===== src/rtl/bcd_updown_counter_if.sv =====
// Button inputs and BCD digit outputs of the two-digit up/down counter.
// The master drives the raw buttons and hold; the slave (counter) drives the digits.
interface bcd_updown_counter_if;
    logic       btn_up;
    logic       btn_down;
    logic       hold;
    logic [3:0] ones;
    logic [3:0] tens;
    logic       wrap;

    modport master (
        output btn_up,
        output btn_down,
        output hold,
        input  ones,
        input  tens,
        input  wrap
    );

    modport slave (
        input  btn_up,
        input  btn_down,
        input  hold,
        output ones,
        output tens,
        output wrap
    );
endinterface


===== src/rtl/bcd_updown_counter.sv =====
// Two-digit BCD up/down counter fed by two raw active-low push-buttons.
// Each button is synchronised and debounced, and each clean press steps the count once.
module bcd_updown_counter #(
    parameter int unsigned DEBOUNCE_CYCLES = 500000
) (
    input  logic                 clk,
    input  logic                 reset,
    bcd_updown_counter_if.slave  bus
);
    localparam int unsigned    CW      = $clog2(DEBOUNCE_CYCLES + 1);
    localparam logic [CW-1:0]  CNT_MAX = CW'(DEBOUNCE_CYCLES);

    // Index 0 = up button, index 1 = down button.
    logic [1:0]    raw;
    logic [1:0]    sync1_q, sync2_q;
    logic [1:0]    deb_q, deb_d;
    logic [1:0]    deb_prev_q;
    logic [CW-1:0] cnt_q [2];
    logic [CW-1:0] cnt_d [2];
    logic [1:0]    press;

    logic [3:0] ones_q, ones_d;
    logic [3:0] tens_q, tens_d;
    logic       wrap_q, wrap_d;
    logic       up_ev, down_ev;

    assign raw = {bus.btn_down, bus.btn_up};

    always_comb begin
        for (int unsigned i = 0; i < 2; i++) begin
            deb_d[i] = deb_q[i];
            cnt_d[i] = '0;
            if (sync2_q[i] != deb_q[i]) begin
                if (cnt_q[i] == CNT_MAX) begin
                    deb_d[i] = sync2_q[i];
                end else begin
                    cnt_d[i] = cnt_q[i] + 1'b1;
                end
            end
        end
    end

    // A press is the debounced 1->0 edge; releases are ignored.
    assign press   = deb_prev_q & ~deb_q;
    assign up_ev   = press[0] & ~press[1] & ~bus.hold;
    assign down_ev = press[1] & ~press[0] & ~bus.hold;

    always_comb begin
        ones_d = ones_q;
        tens_d = tens_q;
        wrap_d = 1'b0;
        if (up_ev) begin
            if (ones_q < 4'd9) begin
                ones_d = ones_q + 4'd1;
            end else if (tens_q < 4'd9) begin
                ones_d = '0;
                tens_d = tens_q + 4'd1;
            end else begin
                ones_d = '0;
                tens_d = '0;
                wrap_d = 1'b1;
            end
        end else if (down_ev) begin
            if (ones_q > 4'd0) begin
                ones_d = ones_q - 4'd1;
            end else if (tens_q > 4'd0) begin
                ones_d = 4'd9;
                tens_d = tens_q - 4'd1;
            end else begin
                ones_d = 4'd9;
                tens_d = 4'd9;
                wrap_d = 1'b1;
            end
        end
    end

    always_ff @(posedge clk) begin
        if (reset) begin
            sync1_q    <= '1;
            sync2_q    <= '1;
            deb_q      <= '1;
            deb_prev_q <= '1;
            for (int unsigned i = 0; i < 2; i++) begin
                cnt_q[i] <= '0;
            end
            ones_q     <= '0;
            tens_q     <= '0;
            wrap_q     <= 1'b0;
        end else begin
            sync1_q    <= raw;
            sync2_q    <= sync1_q;
            deb_q      <= deb_d;
            deb_prev_q <= deb_q;
            for (int unsigned i = 0; i < 2; i++) begin
                cnt_q[i] <= cnt_d[i];
            end
            ones_q     <= ones_d;
            tens_q     <= tens_d;
            wrap_q     <= wrap_d;
        end
    end

    assign bus.ones = ones_q;
    assign bus.tens = tens_q;
    assign bus.wrap = wrap_q;
endmodule


===== src/flat_wrapper.sv =====
// flat-port wrapper written by rule: the top's interface ports become plain ports
module bcd_updown_counter_flat 
#(
    parameter int unsigned DEBOUNCE_CYCLES = 500000
)
  (clk, reset, bus_btn_up, bus_btn_down, bus_hold, bus_ones, bus_tens, bus_wrap);
  bcd_updown_counter_if bus_i ();
  input  logic clk;
  input  logic reset;
  input wire logic [$bits(bus_i.btn_up)-1:0] bus_btn_up;
  input wire logic [$bits(bus_i.btn_down)-1:0] bus_btn_down;
  input wire logic [$bits(bus_i.hold)-1:0] bus_hold;
  output wire logic [$bits(bus_i.ones)-1:0] bus_ones;
  output wire logic [$bits(bus_i.tens)-1:0] bus_tens;
  output wire logic [$bits(bus_i.wrap)-1:0] bus_wrap;
  assign bus_i.btn_up = bus_btn_up;
  assign bus_i.btn_down = bus_btn_down;
  assign bus_i.hold = bus_hold;
  assign bus_ones = bus_i.ones;
  assign bus_tens = bus_i.tens;
  assign bus_wrap = bus_i.wrap;
  bcd_updown_counter #(.DEBOUNCE_CYCLES(DEBOUNCE_CYCLES)) u_core (.clk(clk), .reset(reset), .bus(bus_i));
endmodule

===== config.mk =====
export PLATFORM = sky130hd
export DESIGN_NAME = bcd_updown_counter_flat
export DESIGN_NICKNAME = d
export VERILOG_FILES = /design/src/rtl/bcd_updown_counter_if.sv /design/src/rtl/bcd_updown_counter.sv /design/src/flat_wrapper.sv
export SDC_FILE = /design/constraint.sdc
export NUM_CORES = 1
export LEC_CHECK = 0
export CAP_MARGIN = 25
export CORE_MARGIN = 2
export CORE_UTILIZATION = 64
export DETAILED_ROUTE_END_ITERATION = 12
export PLACE_DENSITY = 0.84
export SYNTH_ARGS = -nofsm -noshare
export SYNTH_HDL_FRONTEND = slang
export SYNTH_SLANG_ARGS = --single-unit

===== constraint.sdc =====
create_clock -name clk -period 5 [get_ports clk]
set_input_delay 1 -clock clk [delete_from_list [all_inputs] [get_ports clk]]
set_output_delay 1 -clock clk [all_outputs]
set_load 0.1 [all_outputs]

# Yosys cells after proc, flatten, opt, wreduce, memory -nomap -nowiden
# Memories as Yosys holds them, arrays and structs flattened.
# Index checks and enable logic that the tools add are counted.
[totals] ff_bits=17 ram_bits=38 inputBits=5 output_inout_bits=9 wordCells=65 mem_count=1
[classes] addsub=6 n_lt_le_gt_ge=4 n_eq_ne=6 n_mux=25 bitwise_logic=11 n_reduce_logical=4
[memory_table] memory="u_core.cnt_q" words=2 width=19 read_ports=2 rd_clocked_by_memory_dff=0 write_ports=2 line_no="bcd_updown_counter.sv:18" rtl="logic [CW-1:0] cnt_q [2];"
[op_table] cell="2-to-1 mux 19 bit" count=6
[op_table] cell="2-to-1 mux 4 bit" count=10
[op_table] cell="adder 19 x 1 -> 19 bit, second input constant" count=2
[op_table] cell="equality test 19 bit, second input constant" count=2
[op_table] cell="2-to-1 mux 1 bit" count=9
[op_table] cell="adder 4 x 1 -> 4 bit, second input constant" count=2
[op_table] cell="greater-than comparator 4 x 1 -> 1 bit, second input constant" count=2
[op_table] cell="less-than comparator 4 bit, second input constant" count=2
[op_table] cell="subtractor 4 x 1 -> 4 bit, second input constant" count=2
[op_table] cell="AND 1 bit" count=4
[op_table] cell="AND reduction 2 bit" count=2
[op_table] cell="inverter 1 bit" count=3
[op_table] cell="AND reduction 3 bit" count=1
[op_table] cell="AND 2 bit" count=1
[op_table] cell="inequality test 1 bit" count=2
[op_table] cell="inequality test 2 x 1 -> 1 bit, second input constant" count=1
[op_table] cell="inequality test 2 bit, second input constant" count=1
[op_table] cell="inverter 2 bit" count=1
[op_table] cell="OR 1 bit" count=2
[op_table] cell="nonzero test 2 bit" count=1

# Logic depth before layout (Yosys ltp)
# Gate-level depths: netlist of run 1.
[logic_depth] ltp_word=7 mapped_depth=7

# Worst setup path before layout of run 1
# OpenSTA, ideal clock, no wires.
[synth_path] path_kind="reg-to-reg" start="register u_core.ones_q[0], in the netlist u_core.bus.ones[0]" end="register u_core.tens_q[2], in the netlist u_core.bus.tens[2]" setup_ns=0.104 t_arrival_ns=2.465 required_time_ns=4.896 path_slack_ns=2.431 stages_incl_launch_ff=7 n_path_buf=0 period_less_slack_ns=2.569 cell_sequence="dfxtp_1 > inv_1 > ha_1 > nor2b_1 > nor4_1 > a22oi_1 > o41ai_1"
[synth_via] elab_chain_cells=3 word_cells_on_any_way=5 cone_classes="order compare: 2; eq/ne: 2; reduce/logical: 1"
[synth_lines] element="from (decl)" line_no="bcd_updown_counter.sv:22" rtl="logic [3:0] ones_q, ones_d;"
[synth_lines] element="from (signal assigned)" line_no="bcd_updown_counter.sv:97" rtl="ones_q <= ones_d;"
[synth_lines] element="less-than comparator 4 bit / greater-than comparator 4 x 1 -> 1 bit (equally long branches)" line_no="bcd_updown_counter.sv:53, bcd_updown_counter.sv:64"
[synth_lines] element="inequality test 2 bit (no line) / inequality test 2 x 1 -> 1 bit (equally long branches)"
[synth_lines] element="AND reduction 3 bit (no line) *"
[synth_lines] element="to (signal assigned)" line_no="bcd_updown_counter.sv:98" rtl="tens_q <= tens_d;"
[synth_lines] element="to (decl)" line_no="bcd_updown_counter.sv:23" rtl="logic [3:0] tens_q, tens_d;"
# Mark *: on every way between the ends. The rest lies on a longest branch, timed or not.
# A chain may end at the register's enable or synchronous reset.

# Worst setup path in the final report of run 1
[layout_path] start="register u_core.tens_q[3], in the netlist u_core.bus.tens[3]" end="output bus_tens[3]"
[layout_rtl] element="to (decl)" line_no="flat_wrapper.sv:14" rtl="output wire logic [$bits(bus_i.tens)-1:0] bus_tens;"
# No word-level cell between the ends.

==> out/results.tsv, run 1 <==
metric	value	unit
status	completed	
portBuffers	13	
cts_sinks	55	
leakagePower	1.01	nW
post-synth-top-area-cell	dfxtp_1	
drive_above_1_share	0.0631	
finalCritPeriodShare	0.620	
drv_cap	0	
core.rowCount	24	
cts_setup_buffers	0	
synth_area_leaders	dfxtp_1 (39%), xor2_1 (6.2%), nor2_1 (4.8%)	
cpLargestDelayFamily	buffers and inverters	
wirelength	5.59	mm
slowest_stage	clkdlybuf4s50_1	
diodes	0	
critPathMaxStageDelay	1.21	ns
synth-async-reset-ratio	0	
gp_congestion	0.929	
grt_usage	0.240	
total_power	691	uW
yosysTopAreaCellShare	0.390	
critPathLaunchType	register	
ys_seq_area_frac	0.390	
cts_tree	done	
grt_max_degree	20	
clk_pin_slew	0.09	ns
ys_types	51	
syn_inst	321	
crit_buf_inv	1	
synth_enable_flop_cells	0	
path_class	reg2out	
fin_skew	0.00725	ns
cts_resized	0	
ctsHoldBuffers	0	
hold_slack	0.417	ns
antenna_found_initial	0	
cts_made_buffers	5	
initialDrtViolationCount	247	
grt_overflow	0	
yosysMostFrequentCell	dfxtp_1	
fillers	355	
insertion_delay	0.31	ns
hp-class	reg2reg	
vias	2347	
avgViaCountPerCell	6.10	
finalSetupTns	0	ns
finalMaxSlewViolations	0	
powerDensity	227	nW/um^2
drtPass1Iterations	4	
relSlewSlack	0.350	
ios	14	
fp.dieH	70.4	um
drc	0	
irDropWorstVdd	0.000178	V
synth_flop_cell	dfxtp_1	
start_util	0.658	
hold_viol	0	
syn_to_final_growth	8.02	%
grt_first_pass_wirelength	9.76	mm
final_nets	347	
antenna_left	0	
arrival	2.10	ns
yosys_warnings	0	
cp.required	4.00	ns
hpwl	4.05	mm
rsz0062_at_grt	no	
die_area	4960	sq um
setup_violations	0	
timing.critical_path.to_type	primary output	
post_drt_wl_per_cell	14.5	um
cp_max_fo	13	
syn_nets	336	
synthTopCellsByCount	dfxtp_1 (55), nor2_1 (36), inv_1 (21), xor2_1 (20), nand4_1 (17)	
htree_levels	2	
clockBufferDepth	2	
synth_area	2820	sq um
core_area	4290	sq um
first_global_vias	2230	
ys_ff_latch	55	
synth.avg_cell_area	8.80	sq um
period_needed	3.10	ns
clockRootBuffer	clkbuf_8	
die_w	70.4	um
fmax	0.323	GHz
worst_slew_pin_slew	0.972	ns
crit_chain	clkdlybuf4s50_1	
-- layer usage --
| layer | vias up | global-route usage | routed length, um |
|---|---|---|---|
| li1 | 1179 | - | - |
| met1 | 1113 | 0.310 | 2580 |
| met2 | 46 | 0.398 | 2730 |
| met3 | 9 | 0.0534 | 220 |
| met4 | 0 | 0.0748 | 68 |
| met5 | - | 0 | 0 |
-- flip-flops by register name (all words and copies together), names as in the netlist --
| register | flops |
|---|---|
| u_core.bus.ones | 4 |
| u_core.bus.tens | 4 |
| u_core.bus.wrap | 1 |
| u_core.cnt_q | 38 |
| u_core.deb_prev_q | 2 |
| u_core.deb_q | 2 |
| u_core.sync1_q | 2 |
| u_core.sync2_q | 2 |
-- layout make-up --
cell class | instances | area, sq um | area share
multi-input cells | 236 | 1590 | 0.523
clock inverters | 1 | 5.00 | 0.00164
well taps | 52 | 65.1 | 0.0213
clock buffers | 7 | 76.3 | 0.0250
inverters | 21 | 78.8 | 0.0258
repair buffers | 13 | 130 | 0.0427
flip-flops and latches | 55 | 1100 | 0.361
-- metrics by stage --
step,utilization,cell area [sq um],worst slack (ns),cells
finish,0.710,3050,1.90,385
global route,0.710,3050,1.85,385
CTS,0.710,3050,1.90,385
detailed placement,0.691,2970,1.92,377
global placement,0.691,2970,1.97,377
floorplan,-,2820,2.43,321
-- final timing paths --
check	startpoint	endpoint	slack, ns	cells after the start
setup / recovery	u_core.bus.tens[3]	bus_tens[3]	1.90	1
hold / removal	u_core.sync1_q[1]	u_core.sync2_q[1]	0.42	1
setup reg to reg	u_core.bus.ones[0]	u_core.bus.tens[3]	2.81	6
hold reg to reg	u_core.sync1_q[1]	u_core.sync2_q[1]	0.42	1
-- kinds of logic (layout without fill, tap and decap cells) --
family	after synthesis	after routing	synth area share
compound gates	54	54	0.140
simple gates	142	142	0.286
xor+xnor	29	29	0.0899
flops	55	55	0.390
fa+ha+maj	10	10	0.0443
buf+inv	30	42	0.0456
mux	1	1	0.00354
-- where the power goes --
part           internal, mW  total (mW)  switching [mW]
Sequential            0.440       0.441         0.00113
Clock                0.0987       0.237           0.138
Combinational       0.00536      0.0136         0.00820
-- placed cells by master, fill, tap and decap left out, types with 3 or more instances in the layout --
master,instances
a21oi_1,15
and2_1,3
and3_1,4
and4_1,4
clkbuf_8,5
clkdlybuf4s50_1,13
dfxtp_1,55
ha_1,10
inv_1,21
nand2_1,11
nand2b_1,6
nand3_1,16
nand4_1,17
nor2_1,36
nor2b_1,4
nor3_1,4
nor3b_1,3
nor4_1,3
nor4b_1,5
o21ai_0,8
o31ai_1,5
o41ai_1,3
or2_2,7
or3_1,6
or4_1,4
or4b_1,3
xnor2_1,9
xor2_1,20
Power figures use the tool's default switching activity.
==> run 2, diff against run 1 <==
--- a/config.mk
+++ b/config.mk
@@ -7,9 +7,9 @@
 export LEC_CHECK = 0
 export CAP_MARGIN = 25
 export CORE_MARGIN = 2
-export CORE_UTILIZATION = 64
+export CORE_UTILIZATION = 60
 export DETAILED_ROUTE_END_ITERATION = 12
-export PLACE_DENSITY = 0.84
+export PLACE_DENSITY = 0.8
 export SYNTH_ARGS = -nofsm -noshare
 export SYNTH_HDL_FRONTEND = slang
 export SYNTH_SLANG_ARGS = --single-unit
==> constraint.sdc (replaced) <==
create_clock -name clk -period 3.2 [get_ports clk]
set_input_delay 0.64 -clock clk [delete_from_list [all_inputs] [get_ports clk]]
set_output_delay 0.64 -clock clk [all_outputs]
set_load 0.1 [all_outputs]
==> out/results.tsv, run 2 (synthesis gave the netlist of run 1 again) <==
metric	value	unit	change
fillers	373		+5.1%
avgViaCountPerCell	6.07		-0.35%
core.rowCount	24		unchanged
m1WireLength	2.63	mm	+1.9%
rsz0062_at_grt	no		
cts_sinks	55		unchanged
clockBufferDepth	2		unchanged
intPower	950	uW	+75%
setup_violations	0		unchanged
r2r_cells	6		unchanged
place_ws	0.556	ns	-1.36 ns
seqCellArea	1100	sq um	unchanged
start_util	0.635		-0.0222
antenna_found_initial	0		unchanged
diodes	0		unchanged
fp.dieH	72.6	um	+3.1%
min_from	u_core.sync1_q[1]		
powerDensity	387	nW/um^2	+71%
dr_wl_met3	253	um	+15%
syn_to_final_growth	9.04	%	
final_nets	349		+0.58%
dr_wl_met2	2.57	mm	-5.8%
irDropWorstVdd	0.000318	V	+79%
die_area	5270	sq um	+6.3%
grt_max_degree	20		unchanged
htree_levels	2		unchanged
drtPass1Iterations	4		unchanged
clockRootBuffer	clkbuf_8		
ctsHoldBuffers	0		unchanged
cts_made_buffers	5		unchanged
worst_slew_pin_slew	0.661	ns	-0.311 ns
top_register	u_core.cnt_q		
cts_resized	0		unchanged
portBuffers	13		unchanged
largest_reg_flops	38		unchanged
antenna_left	0		unchanged
fin_skew	0.00951	ns	+0.00225 ns
rrSetupSlack	1.03	ns	-1.78 ns
cp.required	3.40	ns	-0.60 ns
power.switching	242	uW	+64%
combPwrFrac	0.019		about the same
gp_congestion	0.868		-6.6%
period_needed	2.35	ns	
r2r-start	u_core.bus.ones[0]		
grt_first_pass_wirelength	9.72	mm	-0.49%
min_to	u_core.sync2_q[1]		
cts_setup_buffers	0		unchanged
fmax	0.426	GHz	
finalSetupTns	0	ns	unchanged
drive_above_1_share	0.101		+0.0384
die_w	72.6	um	+3.1%
post_drt_wl_per_cell	14.4	um	-0.71%
mostFrequentLayoutCells	dfxtp_1 (55), nor2_1 (36), inv_1 (21)		
core_area	4440	sq um	+3.5%
timing.critical_path.to_type	register		
multi_input_area	1590	sq um	unchanged
arrival	2.54	ns	+0.44 ns
drc	0		unchanged
startpoint	bus_hold		
rr_endpoint	u_core.bus.tens[3]		
critPathMaxStageDelay	0.54	ns	-0.67 ns
ios	14		unchanged
relSlewSlack	0.555		+0.205
final_common_cell	dfxtp_1		
hpwl	4.00	mm	-1.2%
initialDrtViolationCount	223		-9.7%
vias	2351		+0.17%
worst_slack	0.853	ns	-1.05 ns
insertion_delay	0.31	ns	about the same
grt_usage	0.233		-0.00661
cts_tree	done		
clk_pin_slew	0.10	ns	about the same
hp-class	reg2reg		
grt_overflow	0		unchanged
p_sw_frac	0.203		-0.0104
p_clk_frac	0.403		+0.060
critPathLaunchType	input port		
min_path_cells	1		unchanged
finalCritPeriodShare	0.734		
first_global_vias	2167		-2.8%
finalMaxSlewViolations	0		unchanged
crit_chain	clkdlybuf4s50_1, or3b_2, nor2_1, a41oi_1, a2111oi_0		
path_class	in2reg		
top_layer	met4		
wirelength	5.58	mm	-0.20%
seqPwrFrac	0.578		-0.060
leakagePower	1.06	nW	+4.7%
cp_max_fo	8		-5
drv_cap	0		unchanged
hold_viol	0		unchanged
status	completed		
slowest_stage	clkdlybuf4s50_1		
[run 2: changes by cell type in the layout (fill, tap and decap cells not counted)]
| cell | previous run | this run |
|---|---|---|
| clkdlybuf4s50_1 | 13 | 4 |
| clkbuf_8 | 5 | 6 |
| clkbuf_1 | 2 | 0 |
| bufinv_16 | 0 | 1 |
| buf_4 | 0 | 11 |
[run 2: how the worst max path moves through the flow]
stage / end / slack [ns] / depth (start not counted)
global placement: u_core.bus.ones[3] / 0.63 / 5
CTS: u_core.bus.ones[3] / 0.90 / 5
finish: u_core.bus.ones[3] / 0.85 / 5
floorplan: u_core.bus.tens[2] / 0.63 / 6
global route: u_core.bus.ones[3] / 0.67 / 5
detailed placement: u_core.bus.ones[3] / 0.56 / 5
[run 2: routing by layer]
layer  GRT usage  vias up
met2       0.373       52
met5           0        -
met1       0.307     1102
li1            -     1185
met4       0.103        0
met3      0.0456       12
[run 2: final cells by class]
| class | count | share of cell area |
|---|---|---|
| timing repair buffer | 15 | 0.0398 |
| tap | 52 | 0.0211 |
| multi-input combinational | 236 | 0.518 |
| inverter | 21 | 0.0256 |
| clock inverter | 2 | 0.0114 |
| clock buffer | 6 | 0.0268 |
| sequential | 55 | 0.358 |
[run 2: worst max-delay path: cells and delay by family]
kind | cells | cell delay, ns
and+or+nand+nor | 2 | 0.81
AOI/OAI and AO/OA | 2 | 0.55
buffers and inverters | 1 | 0.54
[run 2: power by group through the flow]
stage	Sequential, mW	Combinational [mW]	Clock, mW
2_1_floorplan	0.704	0.0140	0
3_3_place_gp	0.705	0.0220	0
3_5_place_dp	0.705	0.0223	0
4_1_cts	0.689	0.0224	0.495
5_1_grt	0.690	0.0250	0.519
6_report	0.689	0.0222	0.480
[run 2: metrics by stage]
stage           util  cell area (sq um)  power, mW  cells  hold WS (ns)
2_1_floorplan      -               2820      0.718    321         0.389
3_3_place_gp   0.666               2960      0.727    379         0.395
3_5_place_dp   0.666               2960      0.727    379         0.398
4_1_cts        0.693               3080       1.21    387         0.420
5_1_grt        0.693               3080       1.23    387         0.439
6_report       0.693               3080       1.19    387         0.416
==> run 3, diff against run 2 <==
--- a/config.mk
+++ b/config.mk
@@ -7,9 +7,9 @@
 export LEC_CHECK = 0
 export CAP_MARGIN = 25
 export CORE_MARGIN = 2
-export CORE_UTILIZATION = 60
+export CORE_UTILIZATION = 54
 export DETAILED_ROUTE_END_ITERATION = 12
-export PLACE_DENSITY = 0.8
+export PLACE_DENSITY = 0.76
 export SYNTH_ARGS = -nofsm -noshare
 export SYNTH_HDL_FRONTEND = slang
 export SYNTH_SLANG_ARGS = --single-unit
==> constraint.sdc (replaced) <==
create_clock -name clk -period 2.15 [get_ports clk]
set_input_delay 0.43 -clock clk [delete_from_list [all_inputs] [get_ports clk]]
set_output_delay 0.43 -clock clk [all_outputs]
set_load 0.1 [all_outputs]
==> out/results.tsv, run 3 (synthesis gave the netlist of run 1 again) <==
metric	value	unit	change
finalCritPeriodShare	0.906		
die_w	76.3	um	+5.1%
die_area	5820	sq um	+10%
top_register	u_core.cnt_q		
start_util	0.556		-0.0790
status	completed		
arrival	2.19	ns	-0.35 ns
place_ws	-0.0486	ns	-0.604 ns
ios	14		unchanged
largest_reg_flops	38		unchanged
clockRootBuffer	clkbuf_8		
fp.dieH	76.3	um	+5.1%
grt_max_degree	20		unchanged
relSlewSlack	0.672		+0.117
path_class	reg2reg		
cp.required	2.39	ns	-1.01 ns
cp_max_fo	6		-2
core_area	5070	sq um	+14%
rrSetupSlack	0.20	ns	-0.83 ns
final_common_cell	dfxtp_1		
period_needed	1.95	ns	
insertion_delay	0.30	ns	about the same
setup_violations	0		unchanged
avgViaCountPerCell	5.74		-5.5%
wirelength	5.61	mm	+0.54%
slowest_stage	or4_1		
htree_levels	2		unchanged
syn_to_final_growth	13.6	%	
antenna_found_initial	0		unchanged
fmax	0.513	GHz	
final_nets	361		+3.4%
finalSetupTns	0	ns	unchanged
worst_slack	0.202	ns	-0.651 ns
grt_usage	0.195		-0.0380
cts_made_buffers	5		unchanged
timing.critical_path.to_type	register		
critPathLaunchType	register		
portBuffers	13		unchanged
core.rowCount	26		+8.3%
post_drt_wl_per_cell	13.4	um	-6.7%
drv_cap	0		unchanged
mostFrequentLayoutCells	dfxtp_1 (49), nor2_1 (36), inv_1 (21)		
grt_first_pass_wirelength	9.61	mm	-1.1%
vias	2395		+1.9%
clk_pin_slew	0.09	ns	about the same
drc	0		unchanged
powerDensity	501	nW/um^2	+30%
hp-class	reg2reg		
hold_viol	0		unchanged
initialDrtViolationCount	142		-36%
hpwl	3.94	mm	-1.5%
crit_buf_inv	1		unchanged
diodes	0		unchanged
rsz0062_at_grt	no		
leakagePower	1.12	nW	+5.5%
irDropWorstVdd	0.000270	V	-15%
cts_tree	done		
cpLargestDelayFamily	simple AND/OR/NAND/NOR gates		
finalMaxSlewViolations	0		unchanged
crit_chain	inv_1, ha_1, nor3b_1, nand4_1, or4_1, a31oi_1		
cts_sinks	55		unchanged
fin_skew	0.00631	ns	-0.00320 ns
grt_overflow	0		unchanged
critPathMaxStageDelay	0.54	ns	about the same
clockBufferDepth	2		unchanged
drtPass1Iterations	4		unchanged
first_global_vias	2129		-1.8%
drive_above_1_share	0.147		+0.0455
ctsHoldBuffers	0		unchanged
worst_slew_pin_slew	0.492	ns	-0.170 ns
antenna_left	0		unchanged
gp_congestion	0.917		+5.6%
## run 3: changes by cell type in the layout (fill, tap and decap cells not counted), sizes merged
| cell | previous run | this run |
|---|---|---|
| clkbuf | 6 | 7 |
| buf | 11 | 23 |
| bufinv | 1 | 0 |
## run 3: layout make-up
class | instances | area [sq um]
repair buffers | 27 | 250
fillers | 441 | 1870
clock buffers | 7 | 76.3
multi-input cells | 236 | 1600
flip-flops and latches | 55 | 1110
inverters | 21 | 78.8
clock inverters | 1 | 5.00
well taps | 70 | 87.6
## run 3: routing by layer
metal | track usage | share of wire | vias up
li1 | - | - | 1210
met1 | 0.276 | 0.49 | 1114
met2 | 0.305 | 0.46 | 64
met3 | 0.0261 | 0.041 | 7
met4 | 0.0709 | 0.011 | 0
met5 | 0 | 0 | -
## run 3: final timing paths
kind | start | to | cells past startpoint
worst max-delay path | u_core.bus.ones[0] | u_core.bus.tens[3] | 6
worst min-delay path | u_core.sync1_q[1] | u_core.sync2_q[1] | 1
worst max register to register | u_core.bus.ones[0] | u_core.bus.tens[3] | 6
worst min register to register | u_core.sync1_q[1] | u_core.sync2_q[1] | 1
## run 3: worst reg2reg max path: cells and delay by family (launching register included)
family / cells / cell delay, ns
adders and majority gates: 1 / 0.22
buffers and inverters: 1 / 0.10
and+or+nand+nor: 3 / 1.04
DFF: 1 / 0.36
AOI/OAI and AO/OA: 1 / 0.17
## run 3: metrics by stage
| stage | power [mW] | hold WS [ns] | area (sq um) | instances | utilization |
|---|---|---|---|---|---|
| global placement | 1.09 | 0.391 | 3120 | 409 | 0.615 |
| floorplan | 1.07 | 0.389 | 2830 | 321 | - |
| detailed placement | 1.09 | 0.394 | 3120 | 409 | 0.615 |
| global route | 1.67 | 0.436 | 3210 | 417 | 0.632 |
| finish | 1.61 | 0.413 | 3210 | 417 | 0.632 |
| CTS | 1.63 | 0.418 | 3200 | 417 | 0.631 |
## run 3: what timing repair did
action,CTS,global route
setup buffers,0,0
endpoints found under the setup margin,0,1
gates resized for setup,0,1
## run 3: power by group
group	leakage (nW)	switching (mW)	internal (mW)	total [mW]
sequential	0.447	0.00264	1.02	1.02
combinational	0.629	0.0218	0.0195	0.0413
clock	0.0422	0.311	0.229	0.541
